<file path="src/rtl/io_dev_pkg.sv">
// io_dev_pkg
// Shared definitions for the I/O device slot logic.
//   in_state_t  : input-half handshake states (enter_in side)
//   out_state_t : output-half handshake states (done_out side)
//   DEF_*       : default timing constants for one device slot
//   cnt_width   : width of a counter that must reach the larger of two limits
package io_dev_pkg;

    typedef enum logic [1:0] {
        IN_IDLE    = 2'd0,
        IN_ASSERT  = 2'd1,
        IN_RELEASE = 2'd2
    } in_state_t;

    typedef enum logic [1:0] {
        OUT_IDLE    = 2'd0,
        OUT_SETTLE  = 2'd1,
        OUT_DONE    = 2'd2,
        OUT_RELEASE = 2'd3
    } out_state_t;

    localparam int DEF_DATA_W          = 32;
    localparam int DEF_DEBOUNCE_CYCLES = 16;
    localparam int DEF_ENTER_HOLD      = 2;
    localparam int DEF_SETTLE_CYCLES   = 1;
    localparam int DEF_DONE_HOLD       = 2;

    // One spare bit above $clog2 so the compare value always fits.
    function automatic int cnt_width(input int a, input int b);
        int m;
        m = (a > b) ? a : b;
        return $clog2(m) + 1;
    endfunction

endpackage

</file>
<file path="src/rtl/button_debouncer.sv">
// button_debouncer
// Synchronises a raw push button and accepts a level change only after it
// has been stable for DEBOUNCE_CYCLES cycles.
//   clk, rst_n : clock and synchronous active-low reset
//   btn        : raw asynchronous button, active-high
//   level      : accepted (debounced) button level
//   press      : one-cycle pulse when the accepted level flips 0 -> 1
import io_dev_pkg::*;

module button_debouncer #(
    parameter int DEBOUNCE_CYCLES = DEF_DEBOUNCE_CYCLES
) (
    input  logic clk,
    input  logic rst_n,
    input  logic btn,
    output logic level,
    output logic press
);

    localparam int               CNT_W    = cnt_width(DEBOUNCE_CYCLES, DEBOUNCE_CYCLES);
    localparam logic [CNT_W-1:0] CNT_LAST = CNT_W'(DEBOUNCE_CYCLES - 1);

    logic             sync1;
    logic             sync2;
    logic [CNT_W-1:0] cnt;

    // Two-flop synchroniser for the raw button.
    always_ff @(posedge clk) begin
        if (!rst_n) begin
            sync1 <= 1'b0;
            sync2 <= 1'b0;
        end else begin
            sync1 <= btn;
            sync2 <= sync1;
        end
    end

    // Count consecutive cycles of disagreement with the accepted level; any
    // agreement restarts the count, so bounces never accumulate.
    always_ff @(posedge clk) begin
        if (!rst_n) begin
            cnt   <= '0;
            level <= 1'b0;
            press <= 1'b0;
        end else begin
            press <= 1'b0;
            if (sync2 == level) begin
                cnt <= '0;
            end else if (cnt == CNT_LAST) begin
                cnt   <= '0;
                level <= sync2;
                press <= sync2;
            end else begin
                cnt <= cnt + 1'b1;
            end
        end
    end

endmodule

</file>
<file path="src/rtl/io_device_port.sv">
// io_device_port
// Device side of one I/O controller slot.
//   clk, rst_n    : clock and synchronous active-low reset
//   sw            : raw switch word, captured on a debounced button press
//   btn           : raw confirm button
//   dev_in_word   : captured switch word offered to the controller
//   enter_in      : input-ready handshake, high ENTER_HOLD cycles per press
//   dev_out_word  : word written by the controller for this slot
//   enter_out     : controller output request (level)
//   done_out      : output-accepted handshake, high DONE_HOLD cycles
//   display_value : last word written by the processor
//   display_valid : high once any word has been written
import io_dev_pkg::*;

module io_device_port #(
    parameter int DATA_W          = DEF_DATA_W,
    parameter int DEBOUNCE_CYCLES = DEF_DEBOUNCE_CYCLES,
    parameter int ENTER_HOLD      = DEF_ENTER_HOLD,
    parameter int SETTLE_CYCLES   = DEF_SETTLE_CYCLES,
    parameter int DONE_HOLD       = DEF_DONE_HOLD
) (
    input  logic              clk,
    input  logic              rst_n,
    input  logic [DATA_W-1:0] sw,
    input  logic              btn,
    output logic [DATA_W-1:0] dev_in_word,
    output logic              enter_in,
    input  logic [DATA_W-1:0] dev_out_word,
    input  logic              enter_out,
    output logic              done_out,
    output logic [DATA_W-1:0] display_value,
    output logic              display_valid
);

    localparam int                  IN_W        = cnt_width(ENTER_HOLD, ENTER_HOLD);
    localparam int                  OUT_W       = cnt_width(SETTLE_CYCLES, DONE_HOLD);
    localparam logic [IN_W-1:0]     ENTER_LAST  = IN_W'(ENTER_HOLD - 1);
    localparam logic [OUT_W-1:0]    SETTLE_LAST = OUT_W'(SETTLE_CYCLES - 1);
    localparam logic [OUT_W-1:0]    DONE_LAST   = OUT_W'(DONE_HOLD - 1);

    logic              btn_level;
    logic              btn_press;
    logic [DATA_W-1:0] sw_sync1;
    logic [DATA_W-1:0] sw_sync2;

    in_state_t         in_state;
    in_state_t         in_next;
    logic [IN_W-1:0]   in_cnt;
    logic              capture;

    out_state_t        out_state;
    out_state_t        out_next;
    logic [OUT_W-1:0]  out_cnt;
    logic              latch;

    button_debouncer #(
        .DEBOUNCE_CYCLES(DEBOUNCE_CYCLES)
    ) u_debouncer (
        .clk   (clk),
        .rst_n (rst_n),
        .btn   (btn),
        .level (btn_level),
        .press (btn_press)
    );

    // Handshake outputs are decoded from the state registers.
    assign enter_in = (in_state == IN_ASSERT);
    assign done_out = (out_state == OUT_DONE);

    // Switch word synchroniser; the word is only sampled after a debounced
    // press, long after the switches have settled.
    always_ff @(posedge clk) begin
        if (!rst_n) begin
            sw_sync1 <= '0;
            sw_sync2 <= '0;
        end else begin
            sw_sync1 <= sw;
            sw_sync2 <= sw_sync1;
        end
    end

    // Input FSM next state. Releasing requires the debounced level to drop,
    // so a held button can never raise a second request.
    always_comb begin
        in_next = in_state;
        capture = 1'b0;
        case (in_state)
            IN_IDLE: begin
                if (btn_press) begin
                    in_next = IN_ASSERT;
                    capture = 1'b1;
                end
            end
            IN_ASSERT: begin
                if (in_cnt == ENTER_LAST) begin
                    in_next = IN_RELEASE;
                end
            end
            IN_RELEASE: begin
                if (!btn_level) begin
                    in_next = IN_IDLE;
                end
            end
            default: in_next = IN_IDLE;
        endcase
    end

    // Input state, hold counter and captured word; dev_in_word only moves on
    // a capture so the controller may read it after enter_in falls.
    always_ff @(posedge clk) begin
        if (!rst_n) begin
            in_state    <= IN_IDLE;
            in_cnt      <= '0;
            dev_in_word <= '0;
        end else begin
            in_state <= in_next;
            if (in_next != in_state) begin
                in_cnt <= '0;
            end else if (in_state == IN_ASSERT) begin
                in_cnt <= in_cnt + 1'b1;
            end
            if (capture) begin
                dev_in_word <= sw_sync2;
            end
        end
    end

    // Output FSM next state. The controller drives dev_out one edge after it
    // starts waiting, so the word is latched on the last settle cycle. DONE
    // times out on its own; waiting for enter_out to fall there deadlocks.
    always_comb begin
        out_next = out_state;
        latch    = 1'b0;
        case (out_state)
            OUT_IDLE: begin
                if (enter_out) begin
                    out_next = OUT_SETTLE;
                end
            end
            OUT_SETTLE: begin
                if (!enter_out) begin
                    out_next = OUT_IDLE;
                end else if (out_cnt == SETTLE_LAST) begin
                    out_next = OUT_DONE;
                    latch    = 1'b1;
                end
            end
            OUT_DONE: begin
                if (out_cnt == DONE_LAST) begin
                    out_next = OUT_RELEASE;
                end
            end
            OUT_RELEASE: begin
                if (!enter_out) begin
                    out_next = OUT_IDLE;
                end
            end
            default: out_next = OUT_IDLE;
        endcase
    end

    // Output state, shared settle/done counter and display register.
    always_ff @(posedge clk) begin
        if (!rst_n) begin
            out_state     <= OUT_IDLE;
            out_cnt       <= '0;
            display_value <= '0;
            display_valid <= 1'b0;
        end else begin
            out_state <= out_next;
            if (out_next != out_state) begin
                out_cnt <= '0;
            end else if (out_state == OUT_SETTLE || out_state == OUT_DONE) begin
                out_cnt <= out_cnt + 1'b1;
            end
            if (latch) begin
                display_value <= dev_out_word;
                display_valid <= 1'b1;
            end
        end
    end

endmodule

</file>
<file path="config.mk">
export PLATFORM = sky130hd
export DESIGN_NAME = io_device_port
export DESIGN_NICKNAME = d
export VERILOG_FILES = /design/src/rtl/io_dev_pkg.sv /design/src/rtl/button_debouncer.sv /design/src/rtl/io_device_port.sv
export SDC_FILE = /design/constraint.sdc
export NUM_CORES = 1
export LEC_CHECK = 0
export ABC_AREA = 1
export CAP_MARGIN = 15
export CORE_MARGIN = 2
export CORE_UTILIZATION = 51
export CTS_BUF_LIST = sky130_fd_sc_hd__clkbuf_16
export DETAILED_ROUTE_END_ITERATION = 8
export HOLD_SLACK_MARGIN = 0.06
export MAX_ROUTING_LAYER = met4
export PLACE_DENSITY = 0.89
export REMOVE_ABC_BUFFERS = 1
export SLEW_MARGIN = 0
export SYNTH_ARGS = -nofsm -noshare
export SYNTH_HDL_FRONTEND = slang
export SYNTH_HIERARCHICAL = 1
export SYNTH_SLANG_ARGS = --single-unit
</file>
<file path="constraint.sdc">
create_clock -name clk -period 4.1 [get_ports clk]
set_input_delay 0.82 -clock clk [delete_from_list [all_inputs] [get_ports clk]]
set_output_delay 0.82 -clock clk [all_outputs]
set_load 0.02 [all_outputs]
</file>
# == Word-level counts from Yosys, hierarchy flattened ==
# Index checks and enable logic that the tools add are counted.
# word_totals
reg_bits,146
output_inout_bits,67
input_bits,68
# classes
bitwise,3
reduce_logical,9
add_sub_neg,3
muxes,15
n_eq_ne,11
# op_table
op,n
$mux 2,8
$eq 2x1->1 const B,4
$pmux 2 s4,1
$eq 2x2->1 const B,3
$logic_not 2->1,3
$pmux 2 s3,1
$reduce_or 3->1,2
$add 5x1->5 const B,1
$eq 5x4->1 const B,1
$mux 1,5
$add 2x1->2 const B,2
$ne 2x2->1,2
$reduce_or 2->1,2
$not 1->1,3
$reduce_and 2->1,1
$eq 1x1->1,1
$logic_or 1x1->1,1

# == Depth between registers and ports, before layout ==
# Gate-level depths: netlist of run 1.
# logic_depth
depth_word,6
depth_mapped,11
mapped_depth_nobuf,11

# == Hierarchy ==
# The synthesis of run 1 kept the hierarchy.
# by_module_without_submodules
module,n_inst,seq_area_each_um2,area_each_um2,cells_each
io_device_port,1,2742.6,4610.7,554
button_debouncer,1,180.2,340.3,41

# == Worst setup path before layout of run 1 ==
# OpenSTA, ideal clock, no wires.
# synth_timing
kind,reg2out
start,reg out_state[0]
end,out done_out
t_required_ns,3.280
t_arrival_ns,0.762
path_slack_ns,2.518
stages_incl_launch_ff,3
path_buffers,0
cell_sequence,dfxtp_1 > inv_1 > ha_1
# synth_via
elab_chain_len,1
# synth_rtl
item,line,text
from (decl),io_device_port.sv:51,out_state_t out_state;
from (signal assigned),io_device_port.sv:170,out_state <= out_next;
$eq 2x2->1,io_device_port.sv:68,assign done_out = (out_state == OUT_DONE);
to (decl),io_device_port.sv:30,"output logic done_out,"
# No other way between the ends.

# == Final worst setup path of run 1 ==
# Ends and elaborated chain as after synthesis.

==> flow_metrics.env, run 1 <==
export IMPL_chipWidth_um=103
export IMPL_drtPass1Iterations=4
export IMPL_cp_slowest_cell="clkdlybuf4s50_1"
export IMPL_grt_pass1_vias=3900
export IMPL_cp_num_cells=3
export IMPL_async_reset_ff_frac=0
export IMPL_place_congestion=0.916
export IMPL_nets=801
export IMPL_finalCritPeriodShare=0.630
export IMPL_clk_path_buf_depth=2
export IMPL_met2_usage=0.396
export IMPL_cp_num_buf_inv=2
export IMPL_use_met3=0.0495
export IMPL_synth_cell_types=27
export IMPL_synth_adder_area_share=0.0227
export IMPL_post_cts_buffers=0
export IMPL_drv_slew=0
export IMPL_tritoncts="built"
export IMPL_syn_area_mm2=0.00495
export IMPL_crit_type="reg2out"
export IMPL_start_util=0.531
export IMPL_cp_end_kind="output pin"
export IMPL_worstRegToRegCells=9
export IMPL_synth_sequential_area_ratio=0.590
export IMPL_cts_hold_fix_buffers=0
export IMPL_max_freq_ghz=0.387
export IMPL_worst_setup_path_start_kind="flip-flop"
export IMPL_die_area_mm2=0.0105
export IMPL_power_leakage_nw=3.11
export IMPL_dpl_hpwl_um=7100
export IMPL_clock_skew_ns=0.00737
export IMPL_cts_inserted_buffers=17
export IMPL_maxCapViolations=0
export IMPL_cts_resized=0
export IMPL_wirelength_um=10900
export IMPL_finish_instance_area_mm2=0.00688
export IMPL_drt_vias_per_instance=4.60
export IMPL_worstSkewPairLatency_ns=0.41
export IMPL_wire_per_inst_um=12.5
export IMPL_portBuffers=134
export IMPL_vias=3987
export IMPL_power_w=0.00330
export IMPL_crit_fanout=7
export IMPL_worstPathCellList="inv_1 > ha_1 > clkdlybuf4s50_1"
export IMPL_synth_xor_area_frac=0.00531
export IMPL_synth_mux_area_frac=0
export IMPL_antennaDiodeCount=0
export IMPL_min_path_type="reg2reg"
export IMPL_powerDensity_mw_per_mm2=479
export IMPL_cts_sinks=146
export IMPL_post_route_min_period_ns=2.58
export IMPL_postRouteAntennaNets=0
export IMPL_worst_slew_pin_slew_ns=0.780
export IMPL_drtIter0Drc=130
export IMPL_setup_tns_ns=0
export IMPL_ioPinCount=135
export IMPL_synth_compound_area_share=0.107
export IMPL_area_growth_pct=39.0
export IMPL_worstPathArrival_ns=1.76
export IMPL_syn_inst=595
export IMPL_avgSynthCellArea_um2=8.32
export IMPL_clk_pin_slew_ns=0.06
export IMPL_grt_busiest_layer="met2"
export IMPL_num_rows=35
export IMPL_max_slew_margin=0.480
export IMPL_grt_pass1_wl_um=17500
export IMPL_htreeDepth=4
export IMPL_fp_dieH_um=103
export IMPL_grt_util_all_layers=0.222
export IMPL_synth_seq_cells=146
export IMPL_drive_gt1_frac=0.0583
export IMPL_synthSimpleGateAreaFrac=0.153
export IMPL_core_area_mm2=0.00933
export IMPL_synth_top_family_by_area="simple AND/OR/NAND/NOR gates"
export IMPL_slowest_delay_ns=0.54
export IMPL_status="completed"
export IMPL_setup_viol_count_final=0
export IMPL_ys_flop_type="dfxtp_1"
export IMPL_synth_edff_count=0
export IMPL_yosysWarnings=6
export IMPL_min_path_cells=2
export IMPL_critical_path_top_delay_family="buffers and inverters"
export IMPL_grt_overflow=0
export IMPL_rsz0062_at_grt="false"
export IMPL_root_buffer="clkbuf_16"
export IMPL_hold_viol_final=0
export IMPL_grt_use_met1=0.229
export IMPL_grt_antenna_before_repair=0
export IMPL_placed_area_mm2=0.00632
export IMPL_required_ns=3.28
export IMPL_grt_max_degree=93
export IMPL_peakVddDrop_mv=0.380
export IMPL_drc_errors=0
-- synth_stat cells (all sizes together) (2+ instances only) --
cell type,instances,area [um^2]
nand2,86,330
o21ai,66,330
clkbuf,5,18.8
nor2,85,329
ha,9,113
nand3,7,40.0
buf,22,135
inv,119,449
xnor2,3,26.3
dfxtp,146,2920
or2,3,21.3
nand4,3,25.0
nor3,2,10.0
a21oi,37,185
-- area by class of cell --
| type | instances | area [um^2] |
|---|---|---|
| clock buffer | 17 | 425 |
| sequential | 146 | 2920 |
| clock inverter | 15 | 139 |
| fill | 660 | 2440 |
| timing repair buffer | 137 | 1360 |
| tap | 129 | 161 |
| multi-input combinational | 303 | 1430 |
| inverter | 119 | 449 |
-- worst min-delay path, cell delays in order (launching register included) --
cell and delay [ns]:
dfxtp_1 0.30, nand2_1 0.05, inv_1 0.04
-- cell families after synthesis --
group | after synthesis
buf+inv | 146
xor+xnor | 3
simple gates | 186
flops | 146
fa+ha+maj | 9
compound gates | 105
-- per-layer routing --
metal	wire length, um	up-vias
li1	-	2052
met1	4320	1802
met2	5870	103
met3	339	30
met4	335	0
met5	0	-
-- registers in the layout, indices dropped and copies added, names as in the netlist --
name and cells:
dev_in_word 32, display_value 32, sw_sync1 32, sw_sync2 32, u_debouncer/cnt 5, in_cnt 2, in_state 2, out_cnt 2
out_state 2, display_valid 1, u_debouncer/level 1, u_debouncer/press 1, u_debouncer/sync1 1, u_debouncer/sync2 1
-- layout by cell type (no fill, tap or decap), types with 8 or more instances in the layout --
master and instances:
clkdlybuf4s50_1 133, nor2_1 83, dfxtp_1 146, o21ai_0 58
a21oi_1 37, inv_1 118, clkbuf_16 17, o21ai_1 8
ha_1 9, nand2_1 85
-- through the flow --
| stage | worst slack [ns] | utilization | cells | hold slack (ns) |
|---|---|---|---|---|
| detailed placement | 1.49 | 0.678 | 834 | 0.395 |
| floorplan | 2.03 | - | 568 | 0.390 |
| CTS | 1.52 | 0.738 | 866 | 0.410 |
| global placement | 1.59 | 0.678 | 834 | 0.392 |
| global route | 1.44 | 0.738 | 866 | 0.423 |
| finish | 1.52 | 0.738 | 866 | 0.411 |
-- where the power goes --
group          switching, W  internal (W)  total, W
combinational      0.000162      0.000159  0.000322
clock              0.000652      0.000807   0.00146
sequential        0.0000307       0.00149   0.00152
total              0.000845       0.00245   0.00330
-- final timing paths --
path / endpoint / startpoint / slack [ns]
max: done_out / out_state[0] / 1.52
min: sw_sync2[29] / sw_sync1[29] / 0.41
max reg2reg: out_cnt[0] / out_state[1] / 1.97
min reg2reg: sw_sync2[29] / sw_sync1[29] / 0.41
No activity file was read; power rests on OpenSTA's default activity.
==> run 2, diff against run 1 <==
--- a/config.mk
+++ b/config.mk
@@ -8,12 +8,12 @@
 export ABC_AREA = 1
 export CAP_MARGIN = 15
 export CORE_MARGIN = 2
-export CORE_UTILIZATION = 51
+export CORE_UTILIZATION = 47
 export CTS_BUF_LIST = sky130_fd_sc_hd__clkbuf_16
 export DETAILED_ROUTE_END_ITERATION = 8
 export HOLD_SLACK_MARGIN = 0.06
 export MAX_ROUTING_LAYER = met4
-export PLACE_DENSITY = 0.89
+export PLACE_DENSITY = 0.83
 export REMOVE_ABC_BUFFERS = 1
 export SLEW_MARGIN = 0
 export SYNTH_ARGS = -nofsm -noshare
==> constraint.sdc (replaced) <==
create_clock -name clk -period 2.4 [get_ports clk]
set_input_delay 0.48 -clock clk [delete_from_list [all_inputs] [get_ports clk]]
set_output_delay 0.48 -clock clk [all_outputs]
set_load 0.02 [all_outputs]
==> run 2 against run 1 <==
  * Critical path depth is the same
  * Via count fell by 1.5%
  * Global-route usage decreased by 3.3 points
  * Highest routed layer unchanged
  * Non-clock buffer count shrank 1
  * Largest power group unchanged
  * Clock power increased by 68%
  * Cell count is 0.69% higher
  * Sequential power up 70%
  * Count of clock-buffer cells in the layout unchanged
  * Register-to-register slack worse by 1.4 ns
  * Sequential cell count is the same
  * Cell area up 0.35%
  * Worst setup slack worse by 1.3 ns
==> flow_metrics.env, run 2 (same netlist as run 1, synthesis figures left out) <==
export IMPL_hold_viol_final=0
export IMPL_status="completed"
export IMPL_htreeDepth=4
export IMPL_place_congestion=0.821
export IMPL_num_rows=37
export IMPL_cts_resized=0
export IMPL_power_leakage_nw=3.10
export IMPL_endpoint="done_out"
export IMPL_nets=800
export IMPL_required_ns=1.92
export IMPL_post_cts_buffers=0
export IMPL_crit_fanout=7
export IMPL_setup_tns_ns=0
export IMPL_grt_pass1_wl_um=16500
export IMPL_swShare=0.240
export IMPL_p_comb_frac=0.099
export IMPL_r2r_start="out_state[1]"
export IMPL_switchingPower_w=0.00134
export IMPL_worst_slew_pin_slew_ns=0.451
export IMPL_r2r_slack_ns=0.55
export IMPL_portBuffers=134
export IMPL_grt_antenna_before_repair=0
export IMPL_post_route_min_period_ns=2.23
export IMPL_clkPwrFrac=0.438
export IMPL_crit_type="reg2out"
export IMPL_drt_vias_per_instance=4.50
export IMPL_ioPinCount=135
export IMPL_final_seq_area_mm2=0.00292
export IMPL_powerDensity_mw_per_mm2=809
export IMPL_layout_common_cells="dfxtp_1, clkdlybuf4s50_1, inv_1, nand2_1, nor2_1"
export IMPL_finalCritPeriodShare=0.927
export IMPL_area_growth_pct=39.5
export IMPL_max_slew_margin=0.699
export IMPL_rsz0062_at_grt="false"
export IMPL_clk_path_buf_depth=2
export IMPL_worst_setup_path_start_kind="flip-flop"
export IMPL_pwr_share_seq=0.463
export IMPL_antennaDiodeCount=0
export IMPL_drc_errors=0
export IMPL_postRouteAntennaNets=0
export IMPL_setup_viol_count_final=0
export IMPL_die_area_mm2=0.0114
export IMPL_grt_util_all_layers=0.189
export IMPL_peakVddDrop_mv=0.490
export IMPL_worstSkewPairLatency_ns=0.40
export IMPL_min_path_cells=3
export IMPL_internal_power_w=0.00425
export IMPL_wirelength_um=10100
export IMPL_cts_inserted_buffers=17
export IMPL_clk_pin_slew_ns=0.06
export IMPL_drtPass1Iterations=4
export IMPL_drv_slew=0
export IMPL_cp_end_kind="output pin"
export IMPL_worstPathArrival_ns=1.75
export IMPL_drive_gt1_frac=0.0543
export IMPL_final_common_cell="dfxtp_1"
export IMPL_start_util=0.482
export IMPL_clock_skew_ns=0.00591
export IMPL_critPathLaunch="out_state[0]"
export IMPL_grt_max_degree=124
export IMPL_tritoncts="built"
export IMPL_vias=3928
export IMPL_power_w=0.00559
export IMPL_multiInputGateArea_mm2=0.00143
export IMPL_drtIter0Drc=117
export IMPL_min_path_type="in2reg"
export IMPL_cts_hold_fix_buffers=0
export IMPL_root_buffer="clkbuf_16"
export IMPL_maxCapViolations=0
export IMPL_chipWidth_um=107
export IMPL_core_area_mm2=0.0103
export IMPL_wire_per_inst_um=11.6
export IMPL_max_freq_ghz=0.449
export IMPL_grt_overflow=0
export IMPL_dpl_hpwl_um=6800
export IMPL_worstRegToRegCells=9
export IMPL_fp_dieH_um=107
export IMPL_num_fill_cells=833
export IMPL_r2r_end="out_cnt[0]"
export IMPL_cts_sinks=146
export IMPL_grt_pass1_vias=3742
-- run 2: changes by cell type in the layout (fill, tap and decap cells not counted), moves of 2 or more --
cell and change:
inv_8 -5, clkinvlp_4 +4, buf_4 -3, buf_12 +2
inv_6 -2
-- run 2: layer usage --
metal / track usage / wire length [um] / vias to the layer above
met1: 0.199 / 4300 / 1771
met2: 0.328 / 5270 / 85
met5: - / 0 / -
met3: 0.0389 / 289 / 27
met4: 0.109 / 238 / 0
li1: - / - / 2045
-- run 2: stage by stage --
step                      setup slack (ns)  hold slack (ns)  cells  utilization  area [um^2]
after detailed placement             0.370            0.396    840        0.617         6350
after CTS                            0.151            0.366    872        0.672         6910
after global routing                0.0704            0.387    872        0.672         6910
final                                0.174            0.383    872        0.672         6910
after floorplan                      0.506            0.390    568            -         4800
after global placement               0.428            0.392    840        0.617         6350
-- run 2: layout make-up --
| cell class | count | share of cell area |
|---|---|---|
| sequential | 146 | 0.423 |
| multi-input combinational | 303 | 0.206 |
| timing repair buffer | 136 | 0.200 |
| inverter | 119 | 0.0650 |
| clock buffer | 17 | 0.0616 |
| tap | 136 | 0.0246 |
| clock inverter | 15 | 0.0197 |
-- run 2: worst max-delay path, cell delays in order, from the launching register on --
cell and delay [ns]:
dfxtp_1 0.45, inv_1 0.13, ha_1 0.23, clkdlybuf4s50_1 0.53
-- run 2: power groups by stage --
stage | sequential [W] | combinational [W] | clock (W)
global placement | 0.00264 | 0.000534 | 0
finish | 0.00259 | 0.000552 | 0.00245
CTS | 0.00259 | 0.000556 | 0.00249
global route | 0.00260 | 0.000608 | 0.00261
floorplan | 0.00270 | 0.000180 | 0
detailed placement | 0.00264 | 0.000553 | 0
-- run 2: how the worst min path moves through the flow --
stage | from | to | slack, ns
final | rst_n | sw_sync1[5] | 0.38
after global placement | sw_sync1[3] | sw_sync2[3] | 0.39
after CTS | rst_n | sw_sync1[5] | 0.37
after floorplan | sw_sync1[0] | sw_sync2[0] | 0.39
after global routing | rst_n | sw_sync1[5] | 0.39
after detailed placement | sw_sync1[10] | sw_sync2[10] | 0.40
